[config.mk]
export PLATFORM = sky130hd
export DESIGN_NAME = alu_arbiter
export DESIGN_NICKNAME = d
export VERILOG_FILES = /design/src/rtl/alu_arbiter.sv
export SDC_FILE = /design/constraint.sdc
export NUM_CORES = 1
export LEC_CHECK = 0
export BUFFER_PORTS_ARGS = -buffer_cell sky130_fd_sc_hd__buf_2
export CAP_MARGIN = 20
export CORE_MARGIN = 10
export CORE_UTILIZATION = 45
export CTS_BUF_LIST = sky130_fd_sc_hd__clkbuf_8 sky130_fd_sc_hd__clkbuf_16
export CTS_CLUSTER_DIAMETER = 120
export DETAILED_ROUTE_END_ITERATION = 8
export GPL_TIMING_DRIVEN = 0
export HOLD_SLACK_MARGIN = 0.08
export PLACE_DENSITY = 0.87
export SYNTH_ARGS = -nofsm -noshare
export SYNTH_HDL_FRONTEND = slang
export SYNTH_SLANG_ARGS = --single-unit
[constraint.sdc]
create_clock -name clk -period 2.15 [get_ports clk]
set_input_delay 0.43 -clock clk [delete_from_list [all_inputs] [get_ports clk]]
set_output_delay 0.43 -clock clk [all_outputs]
set_load 0.05 [all_outputs]
[src/rtl/alu_arbiter.sv]
// alu_arbiter: shares one combinational ALU between the execute stage
// (requester 0) and the address/branch-compare unit (requester 1).
//
// Handshake semantics (both request and response channels):
//   A transfer happens on a rising edge where valid and ready are both high.
//   The producer holds valid and its payload stable until that edge. It may
//   drop valid before ready is seen, and then nothing is transferred.
//   req*_ready is high only in IDLE, and only for the requester that wins
//   arbitration. resp*_valid is high only in RESP, and only for the granted
//   requester.
//
// Flow: IDLE (arbitrate, latch operands) -> EXEC (ALU settles) ->
//       RESP (hold result until consumed) -> IDLE.
module alu_arbiter #(
  parameter int XLEN = 32
) (
  input  logic            clk,
  input  logic            rst,
  // requester 0: execute stage
  input  logic            req0_valid,
  input  logic [XLEN-1:0] req0_in1,
  input  logic [XLEN-1:0] req0_in2,
  input  logic [3:0]      req0_funct,
  output logic            req0_ready,
  output logic            resp0_valid,
  output logic [XLEN-1:0] resp0_result,
  input  logic            resp0_ready,
  // requester 1: address/branch-compare unit
  input  logic            req1_valid,
  input  logic [XLEN-1:0] req1_in1,
  input  logic [XLEN-1:0] req1_in2,
  input  logic [3:0]      req1_funct,
  output logic            req1_ready,
  output logic            resp1_valid,
  output logic [XLEN-1:0] resp1_result,
  input  logic            resp1_ready,
  // shared ALU
  output logic [XLEN-1:0] alu_in1,
  output logic [XLEN-1:0] alu_in2,
  output logic [3:0]      alu_funct,
  input  logic [XLEN-1:0] alu_out,
  // status
  output logic            busy,
  output logic [1:0]      state_dbg
);

  typedef enum logic [1:0] {
    IDLE = 2'd0,
    EXEC = 2'd1,
    RESP = 2'd2
  } state_t;

  state_t          state_q;
  state_t          state_d;
  logic            gnt_id_q;
  logic            last_grant_q;
  logic [XLEN-1:0] result_q;

  logic            any_req;
  logic            sel_id;
  logic            accept;
  logic            capture;
  logic            resp_taken;

  // Round-robin pick: on a tie, give the grant to whoever did not win last.
  always_comb begin
    any_req = req0_valid | req1_valid;
    sel_id  = 1'b0;
    if (req0_valid && req1_valid) begin
      sel_id = ~last_grant_q;
    end else if (req1_valid) begin
      sel_id = 1'b1;
    end
  end

  // The granted requester's consume signal ends the RESP phase.
  always_comb begin
    resp_taken = gnt_id_q ? resp1_ready : resp0_ready;
  end

  // State register.
  always_ff @(posedge clk) begin
    if (rst) begin
      state_q <= IDLE;
    end else begin
      state_q <= state_d;
    end
  end

  // Next-state logic, plus the per-state strobes and the request readies.
  always_comb begin
    state_d    = state_q;
    accept     = 1'b0;
    capture    = 1'b0;
    req0_ready = 1'b0;
    req1_ready = 1'b0;
    case (state_q)
      IDLE: begin
        if (any_req) begin
          accept     = 1'b1;
          req0_ready = ~sel_id;
          req1_ready = sel_id;
          state_d    = EXEC;
        end
      end
      EXEC: begin
        capture = 1'b1;
        state_d = RESP;
      end
      RESP: begin
        if (resp_taken) begin
          state_d = IDLE;
        end
      end
      default: begin
        state_d = IDLE;
      end
    endcase
  end

  // Operand/function registers that feed the ALU. They are loaded only on
  // acceptance and hold their value otherwise.
  always_ff @(posedge clk) begin
    if (rst) begin
      alu_in1   <= '0;
      alu_in2   <= '0;
      alu_funct <= 4'b0000;
    end else if (accept) begin
      alu_in1   <= sel_id ? req1_in1   : req0_in1;
      alu_in2   <= sel_id ? req1_in2   : req0_in2;
      alu_funct <= sel_id ? req1_funct : req0_funct;
    end
  end

  // Grant bookkeeping. last_grant takes the requester being granted now, so
  // that the next tie goes to the other requester.
  always_ff @(posedge clk) begin
    if (rst) begin
      gnt_id_q     <= 1'b0;
      last_grant_q <= 1'b1;
    end else if (accept) begin
      gnt_id_q     <= sel_id;
      last_grant_q <= sel_id;
    end
  end

  // Capture the settled ALU output at the end of EXEC. Function codes are
  // not checked, so whatever the ALU drives is returned unchanged.
  always_ff @(posedge clk) begin
    if (rst) begin
      result_q <= '0;
    end else if (capture) begin
      result_q <= alu_out;
    end
  end

  // Route the response to the granted requester. Both result buses show the
  // register; each one is only meaningful while its valid is high.
  always_comb begin
    resp0_valid  = (state_q == RESP) && !gnt_id_q;
    resp1_valid  = (state_q == RESP) &&  gnt_id_q;
    resp0_result = result_q;
    resp1_result = result_q;
    busy         = (state_q != IDLE);
    state_dbg    = state_q;
  end

endmodule

==> results of run 1 <==
==> per-stage QoR <==
step,TNS (ps),util (%)
2_1_floorplan,0,-
3_3_place_gp,-145,62.7
3_5_place_dp,-163,62.7
4_1_cts,0,64.9
5_1_grt,0,65.0
6_report,0,65.0
==> critical path: cells and delay by family, from the launching register on <==
family,cells,cell delay [ps]
AND/OR/NAND/NOR,3,390
buffers and inverters,2,450
flip-flops,1,410
==> sequential cells by signal, indices dropped and copies added (netlist names) <==
register	cells
alu_in2	32
state_dbg	2
alu_funct	4
resp0_result	32
alu_in1	32
gnt_id_q	1
last_grant_q	1
==> cells by family (layout without fill, tap and decap cells) <==
family,Yosys count,count (layout),share of synthesized area [%]
and+or+nand+nor,214,214,21.9
AOI/OAI and AO/OA,174,174,21.8
DFF,104,104,44.7
buffers and inverters,101,427,11.3
muxes,1,1,0.215
other,0,2,0
==> what timing repair did <==
action                     4_1_cts  5_1_grt
pin swaps                        0        1
buffers inserted                 0        1
setup endpoints to repair        3        2
gates resized for setup          5        2
==> cell usage after synthesis (2+ instances only) <==
| master | n |
|---|---|
| dfxtp_1 | 104 |
| nand2_1 | 102 |
| a21oi_1 | 52 |
| o21ai_0 | 51 |
| a31oi_1 | 50 |
| nand3_1 | 50 |
| nand4_1 | 50 |
| clkbuf_1 | 48 |
| buf_4 | 34 |
| a311oi_1 | 18 |
| buf_2 | 16 |
| nor2_1 | 3 |
| nand2b_1 | 2 |
| nor2_2 | 2 |
==> routing by layer <==
layer	routed length, um	global-route usage (%)	vias up
met5	14	0	-
met4	634	8.64	4
met3	1910	9.20	48
met2	9710	42.0	322
met1	7410	27.1	2629
li1	-	-	2766
==> cell type report <==
| cell class | count | area [um2] | area share [%] |
|---|---|---|---|
| multi-input cells | 389 | 2060 | 31.1 |
| diodes | 2 | 5.00 | 0.0755 |
| flip-flops and latches | 104 | 2080 | 31.4 |
| well taps | 136 | 170 | 2.57 |
| repair buffers | 311 | 1560 | 23.6 |
| plain buffers | 98 | 523 | 7.89 |
| clock buffers | 9 | 124 | 1.87 |
| inverters | 2 | 7.51 | 0.113 |
| clock inverters | 7 | 87.6 | 1.32 |
==> final timing paths <==
kind | startpoint | depth (start not counted) | to
hold / removal | alu_out[15] | 3 | resp0_result[15]
setup reg to reg | state_dbg[1] | 5 | alu_in2[17]
hold reg to reg | resp0_result[6] | 2 | resp0_result[6]
setup / recovery | state_dbg[1] | 5 | req0_ready
==> power by group through the flow <==
stage	sequential [uW]	combinational, uW	clock [uW]
floorplan	2860	769	0
global placement	2250	1950	0
detailed placement	2250	1970	0
CTS	2210	1980	1320
global route	2240	2100	1400
finish	2210	1980	1300
==> impl_metrics.yaml, run 1 <==
place:
  placedCellCount: 1040
  detailed_place_hpwl_mm: 15.6
  setup_slack_at_placement_ps: -113
  gpl.final_weighted_congestion: 0.887
  numPortBuffers: 310
  cell_area_after_placement_mm2: 0.00638
floorplanning:
  num_rows: 37
  floorplan.initialDensity_pct: 45.7
  num_io_pins: 313
  die_area_mm2: 0.0148
  fp.dieH_um: 122
  floorplan_core_area_mm2: 0.0102
  floorplan_die_width_um: 122
power_and_ir_drop:
  power.density_cell_area_mw_per_mm2: 829
  fin_total_pwr_uw: 5490
  relative_contribution_of_sequential_cells_to_total_power_pct: 40.3
  power.share.clock_pct: 23.6
  power.internal_uw: 3210
  combinationalPowerShare_pct: 36.1
  swShare_pct: 41.5
  worst_ir_drop_vdd_mv: 0.452
  power_switching_uw: 2280
  cellLeakagePower_uw: 0.00316
routing:
  route.detailed.vias_per_inst: 5.45
  routed_wire_length_per_instance_um: 18.6
  route.detailed.drc: 0
  first_pass_iters: 5
  dr.first_iter.drc_count: 454
  antenna_viol_nets_final: 0
  via_count: 5769
  drt_wl_total_mm: 19.7
global_route:
  grt_antenna_before_repair: 3
  number_of_global_route_vias_before_repair: 5652
  overflow: 0
  global_route.usage.total_pct: 24.4
  wire_length_of_the_first_global_routing_pass_mm: 29.4
  maximum_number_of_pins_on_one_net_before_global_route_repair: 20
clock_network:
  tritoncts: "yes"
  tritoncts_num_sinks: 104
  clkSlewWorstSetupHoldPaths_ps: 110
  numCtsBuffers: 9
  ctsRootBufferMaster: "clkbuf_8"
  cts_hold_repair.buffers: 0
  worstSkewPairLatency_ps: 360
  cts_buffer_depth: 2
  htree_levels: 3
timing:
  worst_slew_margin_rel_pct: 53.2
  period_needed_ps: 2040
  final_max_slew_viol_count: 0
  timing.fmax_mhz: 491
  rsz0062_at_grt: "no"
  tightest_slew_ps: 702
  clock_skew_ps: 14.1
  post-route-period-util_pct: 94.8
  setup-violations-final: 0
  worst_hold_slack_ps: 286
  finalHoldViolCount: 0
  setup_slack_ps: 113
final_layout:
  layout.cells.most_common: "buf_2"
  finalNetCount: 1089
  layout-area-overhead-vs-synth_pct: 42.3
  post-route-cell-area_mm2: 0.00663
  final.fill_count: 931
  layout-drive-gt1-share_pct: 42.0
  mostFrequentLayoutCells: "buf_2 (322), dfxtp_1 (104), nand2_1 (102), a21oi_1 (52), o21ai_0 (51)"
  final_cells: 1058
hold_path:
  hold_path_class: "in2reg"
synth:
  synth.lib_cells_used.distinct: 26
  synth.ff_latch_count: 104
  synth_top_area_share_pct: 44.7
  share_of_synthesized_registers_carrying_an_async_set_or_reset_pct: 0
  synth.largest_area_cell: "dfxtp_1"
  warning_count_from_the_yosys_run: 0
  synth_ff_type: "dfxtp_1"
  syn_avg_cell_area_um2: 7.84
  synth_edf_count: 0
  synth.cell_area_mm2: 0.00465
  top_post_synthesis_cells_by_area: "dfxtp_1 (45%), nand2_1 (8.2%), a31oi_1 (6.7%)"
  seq_area_frac_synth_pct: 44.7
  post_synth_inst_count: 594
  syn_nets: 768
worst_setup_path:
  type_of_element_capturing_the_critical_path: "output pin"
  setup_slack_on_the_worst_flop_to_flop_path_ps: 490
  cp_class: "reg2out"
  critical_path.max_stage_delay_ps: 410
  cp_slowest_cell: "dfxtp_1"
  path_cells: "nor2_4 -> clkbuf_4 -> nand2_1 -> nor2_1 -> buf_4"
  crit_fanout: 10
  cp-start-kind: "register"
  cp.arrival_ps: 1610
  crit_required_ps: 1720
flow_run:
  max_cap_viol_count: 0
outcome:
  run_status: "finished clean"
Power figures use the tool's default switching activity.
==> run 2: changes to the inputs <==
Settings changed: CELL_PAD_IN_SITES_DETAIL_PLACEMENT set to 1, CELL_PAD_IN_SITES_GLOBAL_PLACEMENT set to 2, CORE_UTILIZATION 45 to 23, SETUP_SLACK_MARGIN set to 0.1.
==> run 2 against run 1 <==
Against the previous run:
- clock-buffer cell count increased by 2
- sequential share of layout area decreased by 1.4 points
- register-to-register slack got worse by 150 ps
- die area increased by 78%
- worst setup slack improved by 86 ps
- final area increased by 4.8%
- critical endpoint unchanged
==> impl_metrics.yaml, run 2 (synthesized netlist as in run 1, its figures left out) <==
power_and_ir_drop:
  cellLeakagePower_uw: 0.00324
  power.density_cell_area_mw_per_mm2: 863
  worst_ir_drop_vdd_mv: 0.334
  fin_total_pwr_uw: 5990
routing:
  first_pass_iters: 4
  routed_wire_length_per_instance_um: 19.7
  antenna_viol_nets_final: 0
  route.detailed.vias_per_inst: 4.81
  drt_wl_total_mm: 23.5
  via_count: 5734
  route.detailed.drc: 0
  dr.first_iter.drc_count: 189
final_layout:
  mostFrequentLayoutCells: "buf_2 (321), nand2_1 (102), dfxtp_1 (102), a21oi_1 (52), o21ai_0 (51)"
  finalNetCount: 1094
  layout.core_utilization_pct: 35.3
  final_cells: 1192
  layout-area-overhead-vs-synth_pct: 49.2
  ff_latch_area_mm2: 0.00209
  final.fill_count: 2490
  layout.cells.most_common: "buf_2"
  multi_input_area_mm2: 0.00206
  layout-drive-gt1-share_pct: 42.5
global_route:
  grt_met2_use_pct: 27.5
  maximum_number_of_pins_on_one_net_before_global_route_repair: 17
  number_of_global_route_vias_before_repair: 6034
  groute.layer.met3.usage_pct: 7.13
  overflow: 0
  grtUsageMet1_pct: 20.1
  global_route.usage.total_pct: 16.9
  top_usage_layer: "met2"
  wire_length_of_the_first_global_routing_pass_mm: 35.5
  grt_antenna_before_repair: 4
clock_network:
  clkSlewWorstSetupHoldPaths_ps: 80
  cts_buffer_depth: 2
  ctsRootBufferMaster: "clkbuf_16"
  tritoncts: "yes"
  htree_levels: 3
  cts_hold_repair.buffers: 0
  tritoncts_num_sinks: 104
  worstSkewPairLatency_ps: 350
  numCtsBuffers: 9
timing:
  finalHoldViolCount: 0
  period_needed_ps: 1950
  tightest_slew_ps: 689
  worst_slew_margin_rel_pct: 54.1
  setup-violations-final: 0
  timing.fmax_mhz: 512
  final_max_slew_viol_count: 0
  rsz0062_at_grt: "yes"
  clock_skew_ps: 11.6
  total_negative_slack_for_setup_checks_ps: 0
  post-route-period-util_pct: 90.8
floorplanning:
  floorplan.initialDensity_pct: 23.7
  die_area_mm2: 0.0263
  num_io_pins: 313
  num_rows: 51
  floorplan_core_area_mm2: 0.0197
  fp.dieH_um: 162
  floorplan_die_width_um: 162
place:
  numPortBuffers: 310
  placedCellCount: 1169
  detailed_place_hpwl_mm: 18.6
  gpl.final_weighted_congestion: 0.809
worst_setup_path:
  crit_required_ps: 1720
  type_of_element_capturing_the_critical_path: "output pin"
  cp.arrival_ps: 1520
  crit_fanout: 10
  r2r.worst_path.cells: 6
  cp_class: "reg2out"
  cp-start-kind: "register"
hold_path:
  hold_path_class: "in2reg"
  min_path_cells: 3
flow_run:
  max_cap_viol_count: 0
outcome:
  run_status: "finished clean"
[run 2: cell types whose count changed in the layout (fill, tap and decap cells not counted), moves of 3 or more]
| cell | before | now |
|---|---|---|
| clkbuf_16 | 0 | 9 |
| inv_8 | 3 | 0 |
| clkbuf_8 | 9 | 2 |
| buf_6 | 0 | 3 |
| buf_4 | 38 | 41 |
[run 2: critical path: stages (launching register included)]
cell	delay, ps
dfxtp_1	370
a21boi_4	220
clkbuf_2	320
nor2_2	70
buf_4	190
[run 2: area by class of cell]
cell class	count	area share, %
clock buffers	11	3.64
clock inverters	5	0.811
multi-input cells	389	29.7
inverters	2	0.108
repair buffers	315	23.0
plain buffers	99	7.75
flip-flops and latches	104	30.1
well taps	265	4.78
diodes	2	0.0721
[run 2: what timing repair did]
action | CTS | global route
gates resized for setup | 14 | 2
setup buffers | 3 | 2
pin swaps | 2 | 1
endpoints found under the setup margin | 3 | 3
[run 2: routing by layer]
layer / routed length, um / vias up
met4: 307 / 4
met1: 10200 / 2692
li1: - / 2773
met3: 2310 / 23
met5: 26 / -
met2: 10600 / 242
[run 2: through the flow]
step           hold slack, ps  instance area (um2)  worst slack (ps)
2_1_floorplan             495                 4660               198
3_3_place_gp              457                 6550              -241
3_5_place_dp              465                 6550              -231
4_1_cts                   296                 6920               113
5_1_grt                   304                 6940              89.8
6_report                  311                 6940               199
[run 2: worst paths after layout]
check                                       from                to  slack, ps
worst min register to register  resp0_result[25]  resp0_result[25]        470
worst max-delay path                last_grant_q        req0_ready        200
worst min-delay path                 alu_out[25]  resp0_result[25]        310
worst max register to register      state_dbg[0]       alu_in2[24]        340
[run 2: power breakdown]
part           switching [uW]  total [uW]  internal [uW]
Sequential                109        2220           2110
Combinational            1480        2030            557
Clock                     775        1740            967
Total                    2360        5990           3630
